[src/rtl/cache_axi_engine_pkg.sv]
// Shared constants and FSM state type for the cache line-transfer engine.
package cache_axi_engine_pkg;

    localparam int          CACHELINE_WIDTH = 256;
    localparam logic [7:0]  LEN_LINE        = 8'd7;
    localparam logic [2:0]  SIZE_WORD       = 3'd2;
    localparam logic [1:0]  BURST_INCR      = 2'b01;
    localparam logic [3:0]  WSTRB_FULL      = 4'hF;

    typedef enum logic [3:0] {
        S_IDLE   = 4'd0,
        S_WB_RD  = 4'd1,
        S_WB_CAP = 4'd2,
        S_AW     = 4'd3,
        S_W      = 4'd4,
        S_B      = 4'd5,
        S_AR     = 4'd6,
        S_R      = 4'd7,
        S_REFILL = 4'd8
    } state_e;

endpackage

[src/rtl/cache_axi_engine_beat_buf.sv]
// Line buffer shared by write-back and refill: parallel load, per-beat word write and read.
module cacheline_beat_buf
    import cache_axi_engine_pkg::*;
(
    input  logic                       clk,
    input  logic                       rst,
    input  logic                       load_en_i,
    input  logic [CACHELINE_WIDTH-1:0] load_line_i,
    input  logic                       wr_en_i,
    input  logic [2:0]                 idx_i,
    input  logic [31:0]                wr_word_i,
    output logic [31:0]                rd_word_o,
    output logic [CACHELINE_WIDTH-1:0] line_o
);

    logic [CACHELINE_WIDTH-1:0] line_q;

    always_ff @(posedge clk or posedge rst) begin
        if (rst) begin
            line_q <= '0;
        end else if (load_en_i) begin
            line_q <= load_line_i;
        end else if (wr_en_i) begin
            line_q[idx_i*32 +: 32] <= wr_word_i;
        end
    end

    assign rd_word_o = line_q[idx_i*32 +: 32];
    assign line_o    = line_q;

endmodule

[src/rtl/cache_axi_engine.sv]
// Miss engine: optional dirty-victim write burst, then line fetch burst, then one-cycle refresh.
// States: IDLE wait | WB_RD/WB_CAP read victim | AW/W/B write burst | AR/R read burst | REFILL hand off
module cache_axi_engine
    import cache_axi_engine_pkg::*;
#(
    parameter logic [3:0] AXI_ID     = 4'b0001,
    parameter int         LINE_WORDS = 8
) (
    input  logic                       clk,
    input  logic                       rst,
    input  logic                       req_valid,
    input  logic [31:0]                req_addr,
    input  logic                       req_dirty,
    input  logic [31:0]                req_victim_addr,
    output logic                       req_ready,
    output logic                       write_back,
    input  logic [CACHELINE_WIDTH-1:0] cacheline_old,
    output logic                       refresh,
    output logic [CACHELINE_WIDTH-1:0] cacheline_new,
    output logic                       done,
    output logic [3:0]                 arid,
    output logic [31:0]                araddr,
    output logic [7:0]                 arlen,
    output logic [2:0]                 arsize,
    output logic [1:0]                 arburst,
    output logic                       arvalid,
    input  logic                       arready,
    input  logic [3:0]                 rid,
    input  logic [31:0]                rdata,
    input  logic [1:0]                 rresp,
    input  logic                       rlast,
    input  logic                       rvalid,
    output logic                       rready,
    output logic [3:0]                 awid,
    output logic [31:0]                awaddr,
    output logic [7:0]                 awlen,
    output logic [2:0]                 awsize,
    output logic [1:0]                 awburst,
    output logic                       awvalid,
    input  logic                       awready,
    output logic [3:0]                 wid,
    output logic [31:0]                wdata,
    output logic [3:0]                 wstrb,
    output logic                       wlast,
    output logic                       wvalid,
    input  logic                       wready,
    input  logic [3:0]                 bid,
    input  logic [1:0]                 bresp,
    input  logic                       bvalid,
    output logic                       bready
);

    localparam logic [2:0] LAST_BEAT = 3'(LINE_WORDS - 1);

    state_e      state_q, state_d;
    logic [2:0]  beat_q, beat_d;
    logic [31:0] line_addr_q, victim_addr_q;
    logic        buf_load, buf_wr;
    logic [31:0] buf_rd_word;

    // The burst length alone ends a transfer; response ids/status and sub-line address bits are don't-care.
    logic unused_ok;
    assign unused_ok = ^{rid, rresp, rlast, bid, bresp, req_addr[4:0], req_victim_addr[4:0]};

    always_ff @(posedge clk or posedge rst) begin
        if (rst) begin
            state_q       <= S_IDLE;
            beat_q        <= '0;
            line_addr_q   <= '0;
            victim_addr_q <= '0;
        end else begin
            state_q <= state_d;
            beat_q  <= beat_d;
            if (req_valid && state_q == S_IDLE) begin
                line_addr_q   <= {req_addr[31:5], 5'b0};
                victim_addr_q <= {req_victim_addr[31:5], 5'b0};
            end
        end
    end

    always_comb begin
        state_d    = state_q;
        beat_d     = beat_q;
        req_ready  = 1'b0;
        write_back = 1'b0;
        refresh    = 1'b0;
        done       = 1'b0;
        awvalid    = 1'b0;
        wvalid     = 1'b0;
        wlast      = 1'b0;
        bready     = 1'b0;
        arvalid    = 1'b0;
        rready     = 1'b0;
        buf_load   = 1'b0;
        buf_wr     = 1'b0;
        case (state_q)
            S_IDLE: begin
                req_ready = 1'b1;
                if (req_valid) state_d = req_dirty ? S_WB_RD : S_AR;
            end
            S_WB_RD: begin
                write_back = 1'b1;
                state_d    = S_WB_CAP;
            end
            S_WB_CAP: begin
                buf_load = 1'b1;
                state_d  = S_AW;
            end
            S_AW: begin
                awvalid = 1'b1;
                if (awready) state_d = S_W;
            end
            S_W: begin
                wvalid = 1'b1;
                wlast  = (beat_q == LAST_BEAT);
                if (wready) begin
                    beat_d = beat_q + 3'd1;
                    if (beat_q == LAST_BEAT) state_d = S_B;
                end
            end
            S_B: begin
                bready = 1'b1;
                if (bvalid) state_d = S_AR;
            end
            S_AR: begin
                arvalid = 1'b1;
                if (arready) state_d = S_R;
            end
            S_R: begin
                rready = 1'b1;
                if (rvalid) begin
                    buf_wr = 1'b1;
                    beat_d = beat_q + 3'd1;
                    if (beat_q == LAST_BEAT) state_d = S_REFILL;
                end
            end
            S_REFILL: begin
                refresh = 1'b1;
                done    = 1'b1;
                state_d = S_IDLE;
            end
            default: state_d = S_IDLE;
        endcase
    end

    cacheline_beat_buf u_buf (
        .clk         (clk),
        .rst         (rst),
        .load_en_i   (buf_load),
        .load_line_i (cacheline_old),
        .wr_en_i     (buf_wr),
        .idx_i       (beat_q),
        .wr_word_i   (rdata),
        .rd_word_o   (buf_rd_word),
        .line_o      (cacheline_new)
    );

    assign wdata   = buf_rd_word;
    assign arid    = AXI_ID;
    assign awid    = AXI_ID;
    assign wid     = AXI_ID;
    assign araddr  = line_addr_q;
    assign awaddr  = victim_addr_q;
    assign arlen   = LEN_LINE;
    assign awlen   = LEN_LINE;
    assign arsize  = SIZE_WORD;
    assign awsize  = SIZE_WORD;
    assign arburst = BURST_INCR;
    assign awburst = BURST_INCR;
    assign wstrb   = WSTRB_FULL;

endmodule

[config.mk]
export PLATFORM = sky130hd
export DESIGN_NAME = cache_axi_engine
export DESIGN_NICKNAME = d
export VERILOG_FILES = /design/src/rtl/cache_axi_engine_pkg.sv /design/src/rtl/cache_axi_engine_beat_buf.sv /design/src/rtl/cache_axi_engine.sv
export SDC_FILE = /design/constraint.sdc
export NUM_CORES = 1
export LEC_CHECK = 0
export ABC_AREA = 1
export CAP_MARGIN = 20
export CORE_AREA = 3 3 306 308
export DETAILED_ROUTE_END_ITERATION = 10
export DIE_AREA = 0 0 309 311
export SLEW_MARGIN = 40
export SYNTH_ARGS = -nofsm -noshare
export SYNTH_HDL_FRONTEND = slang
export SYNTH_SLANG_ARGS = --single-unit
[constraint.sdc]
create_clock -name clk -period 9.52 [get_ports clk]
set_input_delay 0.952 -clock clk [delete_from_list [all_inputs] [get_ports clk]]
set_output_delay 0.952 -clock clk [all_outputs]
set_load 0.02 [all_outputs]
# [After elaboration in Yosys (flattened, before gate mapping)]
# Cells that the tools add are included.
[word_totals] output_inout_bits=404 ff_bits=317 in_bits=374 wordCells=61
[classes] shift=3 n_reduce_logical=6 n_addsub=2 eq_ne=17 mux=28
[op_table] operator="2-to-1 mux 256 bit" count=2
[op_table] operator="bitwise mux 256 bit" count=1
[op_table] operator="variable shift 32 x 34 -> 256 bit (first input constant)" count=1
[op_table] operator="indexed part select 256 x 9 -> 32 bit" count=1
[op_table] operator="indexed part select 32 x 34 -> 256 bit" count=1
[op_table] operator="negator 8 -> 34 bit" count=1
[op_table] operator="2-to-1 mux 4 bit" count=8
[op_table] operator="one-hot mux 4 bit (8 select lines)" count=1
[op_table] operator="== test 4 x 3 -> 1 bit (second input constant)" count=4
[op_table] operator="inequality test 2 bit (second input constant)" count=8
[op_table] operator="2-to-1 mux 1 bit" count=12
[op_table] operator="2-to-1 mux 3 bit" count=3
[op_table] operator="== test 4 x 2 -> 1 bit (second input constant)" count=2
[op_table] operator="AND reduction 8 bit" count=1
[op_table] operator="one-hot mux 3 bit (2 select lines)" count=1
[op_table] operator="== test 4 x 1 -> 1 bit (second input constant)" count=1
[op_table] operator="== test 4 bit (second input constant)" count=1
[op_table] operator="logical NOT 4 bit" count=1
[op_table] operator="nonzero test 2 bit" count=2
[op_table] operator="adder 3 x 1 -> 3 bit (second input constant)" count=1
[op_table] operator="== test 3 bit (second input constant)" count=1
[op_table] operator="AND reduction 3 bit" count=1
[op_table] operator="logical AND 1 bit" count=1

# [Longest topological paths before layout]
[logic_depth] ltp_word=5 ltp_mapped=16 ltp_nobuf=11

# [Cells and area by module]
# Synthesis repeated with hierarchy kept, for this count alone.
[hier_totals] hier_cells=2873 hier_area_um2=19407.4
[modules_own_cells] mod="cacheline_beat_buf" instances=1 cells_per_inst=2501 area_per_inst_um2=16245.6
[modules_own_cells] mod="cache_axi_engine" instances=1 cells_per_inst=372 area_per_inst_um2=3161.8

# [Least setup slack after synthesis]
# Ideal clock, no wire load.
[synth_path] kind="reg-to-reg" from="reg beat_q[0]" to="reg u_buf.line_q[0] (netlist: u_buf.line_o[0])" period_less_slack_ps=2845 stages_incl_launch_ff=17 setup_time_ps=117 arrival_ps=2728 setup_slack_ps=6675 path_cell_list="dfrtp_1 -> buf_2 -> inv_2 -> clkbuf_1 -> clkbuf_1 -> ha_1 -> ha_1 -> buf_2 -> clkinv_1 -> nand3_1 -> nor2_1 -> nand2_1 -> nand2_2 -> inv_2 -> buf_2 -> nand2_1 -> nand2_1"
[synth_between] elab_chain_len=5 word_cells_on_any_way=6 classes_between="add/sub (1); shift (2); mux (3)"
[synth_rtl] item="from (decl)" line_no="cache_axi_engine.sv:56" rtl="logic [2:0] beat_q, beat_d;"
[synth_rtl] item="from (signal assigned)" line_no="cache_axi_engine.sv:73" rtl="beat_q <= beat_d;"
[synth_rtl] item="negator 8 -> 34 bit *" line_no="cache_axi_engine_beat_buf.sv:24" rtl="line_q[idx_i*32 +: 32] <= wr_word_i;"
[synth_rtl] item="indexed part select 32 x 34 -> 256 bit or variable shift 32 x 34 -> 256 bit (tied branches)" line_no="cache_axi_engine_beat_buf.sv:24"
[synth_rtl] item="bitwise mux 256 bit *" line_no="cache_axi_engine_beat_buf.sv:24"
[synth_rtl] item="2-to-1 mux 256 bit *" line_no="cache_axi_engine_beat_buf.sv:23" rtl="end else if (wr_en_i) begin"
[synth_rtl] item="2-to-1 mux 256 bit *" line_no="cache_axi_engine_beat_buf.sv:21" rtl="end else if (load_en_i) begin"
[synth_rtl] item="to (signal assigned)" line_no="cache_axi_engine_beat_buf.sv:22" rtl="line_q <= load_line_i;"
[synth_rtl] item="to (signal, indexed assignment)" line_no="cache_axi_engine_beat_buf.sv:24"
[synth_rtl] item="to (decl)" line_no="cache_axi_engine_beat_buf.sv:16" rtl="logic [CACHELINE_WIDTH-1:0] line_q;"
# Mark *: on every way between the ends. The rest lies on a longest branch, timed or not. The select of a mux whose other input is x is not followed.
# A chain may end at the register's enable or synchronous reset.

# [Worst setup path in the final report]
[layout_path] from="reg beat_q[0]" to="out wdata[19]"
[layout_between] elab_chain_len=1
[layout_rtl] item="indexed part select 256 x 9 -> 32 bit" line_no="cache_axi_engine_beat_buf.sv:28" rtl="assign rd_word_o = line_q[idx_i*32 +: 32];"
[layout_rtl] item="to (decl)" line_no="cache_axi_engine.sv:42" rtl="output logic [31:0] wdata,"
# Every way passes these cells.

==> metrics.txt <==
outcome finished, final reports clean; worst r2r dst u_buf.line_o[26]; Largest stage delay, worst path 0.76 ns; Placed Cells 4,480; final net count 3,721; Top delay family on crit path buffers and inverters; register area share after synthesis 43.0%; Worst setup EP type primary output; Bufs on Longest Clock Path 3; register area 7940 µm²; Comb power frac 61.3%; clock transition at the registers of the reported paths 0.06 ns; Placer Congestion 0.954; FF-to-FF setup slack 4.81 ns; layout cell share with drive strength beyond 1 4.74%; vias in the first global route 21,100; synth warn 0; max_slew headroom 39.3%; cell area after layout 27,900 µm²; Placed Instance Area 26,400 µm²; Sink Count 317; Vias 22,200; post-layout util 30.6%; drt total wl 120 mm; TritonCTS clock tree built; Setup TNS 0 ns; switching power 5830 µW; multi-input logic area 9380 µm²; synthesis-stage register bit count 317; die area 96,100 µm²; Synth area leader dfrtp_1; clock power share 15.2%; WP buf/inv 3; worst slew pin tran 0.908 ns; Max IR drop VDD 236 µV; synth unique cells 25; # hold bufs at CTS 0; global-route wire length before repair 166 mm; Core ar. 91,400 µm²; Vias/cell 4.85; Async SR Flop Fraction 100%; top_reg_cell synth dfrtp_1; top cells by count, synth nand2_1, nand3_1, dfrtp_1; top-area cell type share of the netlist area 43.0%; Crit Path Max Fanout 60; Reg2Reg Depth 11; pre-CTS setup slack 4.77 ns; Most common cell on crit path nand2_1; Post-synth EDFFs 0; internal power 5260 µW; switching share of power 52.6%; power per cell area 397 nW/µm²; WP data required 8.57 ns; Avg Cell Area, Syn 6.73 µm²; aggregate global-route resource usage 24.1%; post-route ant nets 0; drt first pass iters 6; final count of hold timing violations 0; postcts setup bufs 0; Final Setup Violations 0; WP data arrival 4.18 ns; Initial Util 20.2%; cell count along the critical path 7; f_max 195 MHz; largest net degree at the start of global routing 78; Worst Setup Start Kind flop; worst setup path endpoint wdata[19]; dpl hpwl 89.5 mm; 1st-iter DRT viols 2,207; H-tree Lvls 2; worst hold path class reg -> reg; RR Startpoint beat_q[0]; Post-CTS Resized 0; port bufs 702; Post-Syn Area 18,500 µm²; Crit-path slowest cell dfrtp_4; top cells by area, synth dfrtp_1, nand2_1, nand3_1; Area Growth Syn to Fin 51.4%; fin cells 4,582; Flop pwr share 23.5%; CP startpoint beat_q[0]; fin crit period 5.13 ns; pins over their slew limit 0; worst skew pair latency 0.58 ns; Fin Clk Skew 0.0174 ns; Num CTS Buffers 44; root buffer cell clkbuf_16; final setup margin 4.39 ns; grt total ovfl 0; CP Cell Sequence inv_4, buf_4, o21ai_0, o22ai_1, nand2_1, nand2_1, clkdlybuf4s50_1; Final period util 53.9%; num rows 111; # fillers 9,994; P_leak 0.0126 µW; Max-Cap Viols 0; WL per Instance 26.3 µm; height of the die 311 µm; final routed DRC violation total 0; kind of critical path reg -> out; I/O pins 778; Die X 309 µm; RSZ-0062 raised after global routing no; most frequent cell after synthesis nand2_1; Mapped Cells 2,744; initial antenna violation count 26
-- power groups by stage --
stage	combinational, µW	clock, µW	sequential [µW]
finish	6800	1690	2600
global route	7260	1780	2670
CTS	6810	1720	2590
detailed placement	6800	0	2600
global placement	6730	0	2590
floorplan	2850	0	3070
-- registers in the layout (all words and copies together), names as in the netlist --
| register | count |
|---|---|
| araddr | 27 |
| state_q | 4 |
| beat_q | 3 |
| u_buf.line_o | 256 |
| awaddr | 27 |
-- cells in the final DEF (no fill, tap or decap), types with 2 or more instances in the layout --
| cell type | synthesis | routed |
|---|---|---|
| diode_2 | 0 | 22 |
| clkdlybuf4s50_1 | 0 | 701 |
| clkbuf_1 | 105 | 10 |
| a21oi_1 | 28 | 28 |
| inv_2 | 6 | 6 |
| clkinv_1 | 2 | 2 |
| nor2_4 | 1 | 10 |
| nand2_4 | 0 | 2 |
| conb_1 | 2 | 52 |
| nand2_2 | 3 | 5 |
| nor2_2 | 5 | 6 |
| dfrtp_1 | 317 | 315 |
| nand3_1 | 359 | 359 |
| nand4_1 | 50 | 50 |
| o22ai_1 | 64 | 64 |
| nor2_1 | 310 | 300 |
| bufinv_16 | 0 | 3 |
| buf_6 | 0 | 4 |
| inv_6 | 0 | 2 |
| clkbuf_16 | 0 | 44 |
| clkinv_2 | 0 | 9 |
| o21ai_0 | 129 | 129 |
| nand3b_1 | 3 | 3 |
| nand2_1 | 1121 | 1117 |
| buf_4 | 57 | 46 |
| clkinvlp_4 | 0 | 4 |
| o21ai_4 | 0 | 2 |
| inv_1 | 38 | 36 |
| clkbuf_8 | 0 | 7 |
| o21ai_1 | 3 | 2 |
| ha_1 | 7 | 6 |
| nor3_1 | 40 | 39 |
-- worst min-delay path by stage --
stage	end	slack, ns	startpoint	depth (start not counted)
after floorplan	state_q[0]	0.52	state_q[0]	2
after global placement	awaddr[5]	0.45	awaddr[5]	2
after detailed placement	araddr[25]	0.46	araddr[25]	2
after CTS	araddr[27]	0.47	araddr[27]	2
after global routing	awaddr[16]	0.49	awaddr[16]	2
final	araddr[25]	0.47	araddr[25]	2
-- cell families (layout without fill, tap and decap cells) --
group | after synthesis | after routing | share of synthesized area (%)
compound gates | 226 | 226 | 6.60
buf+inv | 300 | 880 | 7.82
simple gates | 1892 | 1892 | 42.1
fa+ha+maj | 7 | 7 | 0.475
other cells | 2 | 74 | 0.0407
flops | 317 | 317 | 43.0
-- layer usage --
layer / vias to the layer above / routed length [µm] / global-route usage, % / part of all wire, %
met1: 10700 / 53200 / 33.8 / 44
met5: - / 27 / 0 / 0.022
met4: 4 / 4780 / 9.32 / 4.0
met2: 1257 / 52200 / 36.0 / 43
li1: 10000 / - / - / -
met3: 218 / 10300 / 5.32 / 8.5
-- worst min-delay path, cell delays in order (launching register included) --
cell and delay (ns):
dfrtp_1 0.34, nand2_1 0.05, nand2_1 0.04
-- cell type report --
type / instances / share of cell area (%)
clock inverter: 19 / 0.717
timing repair buffer: 754 / 26.7
clock buffer: 61 / 4.42
tap: 1186 / 5.31
inverter: 46 / 0.641
multi-input combinational: 2177 / 33.6
sequential: 317 / 28.4
antenna: 22 / 0.197
-- per-stage QoR --
stage / hold WS (ns) / total power, µW
finish: 0.465 / 11100
global route: 0.488 / 11700
CTS: 0.472 / 11100
detailed placement: 0.458 / 9400
global placement: 0.453 / 9320
floorplan: 0.524 / 5920
(Power assumes the default switching activity.)
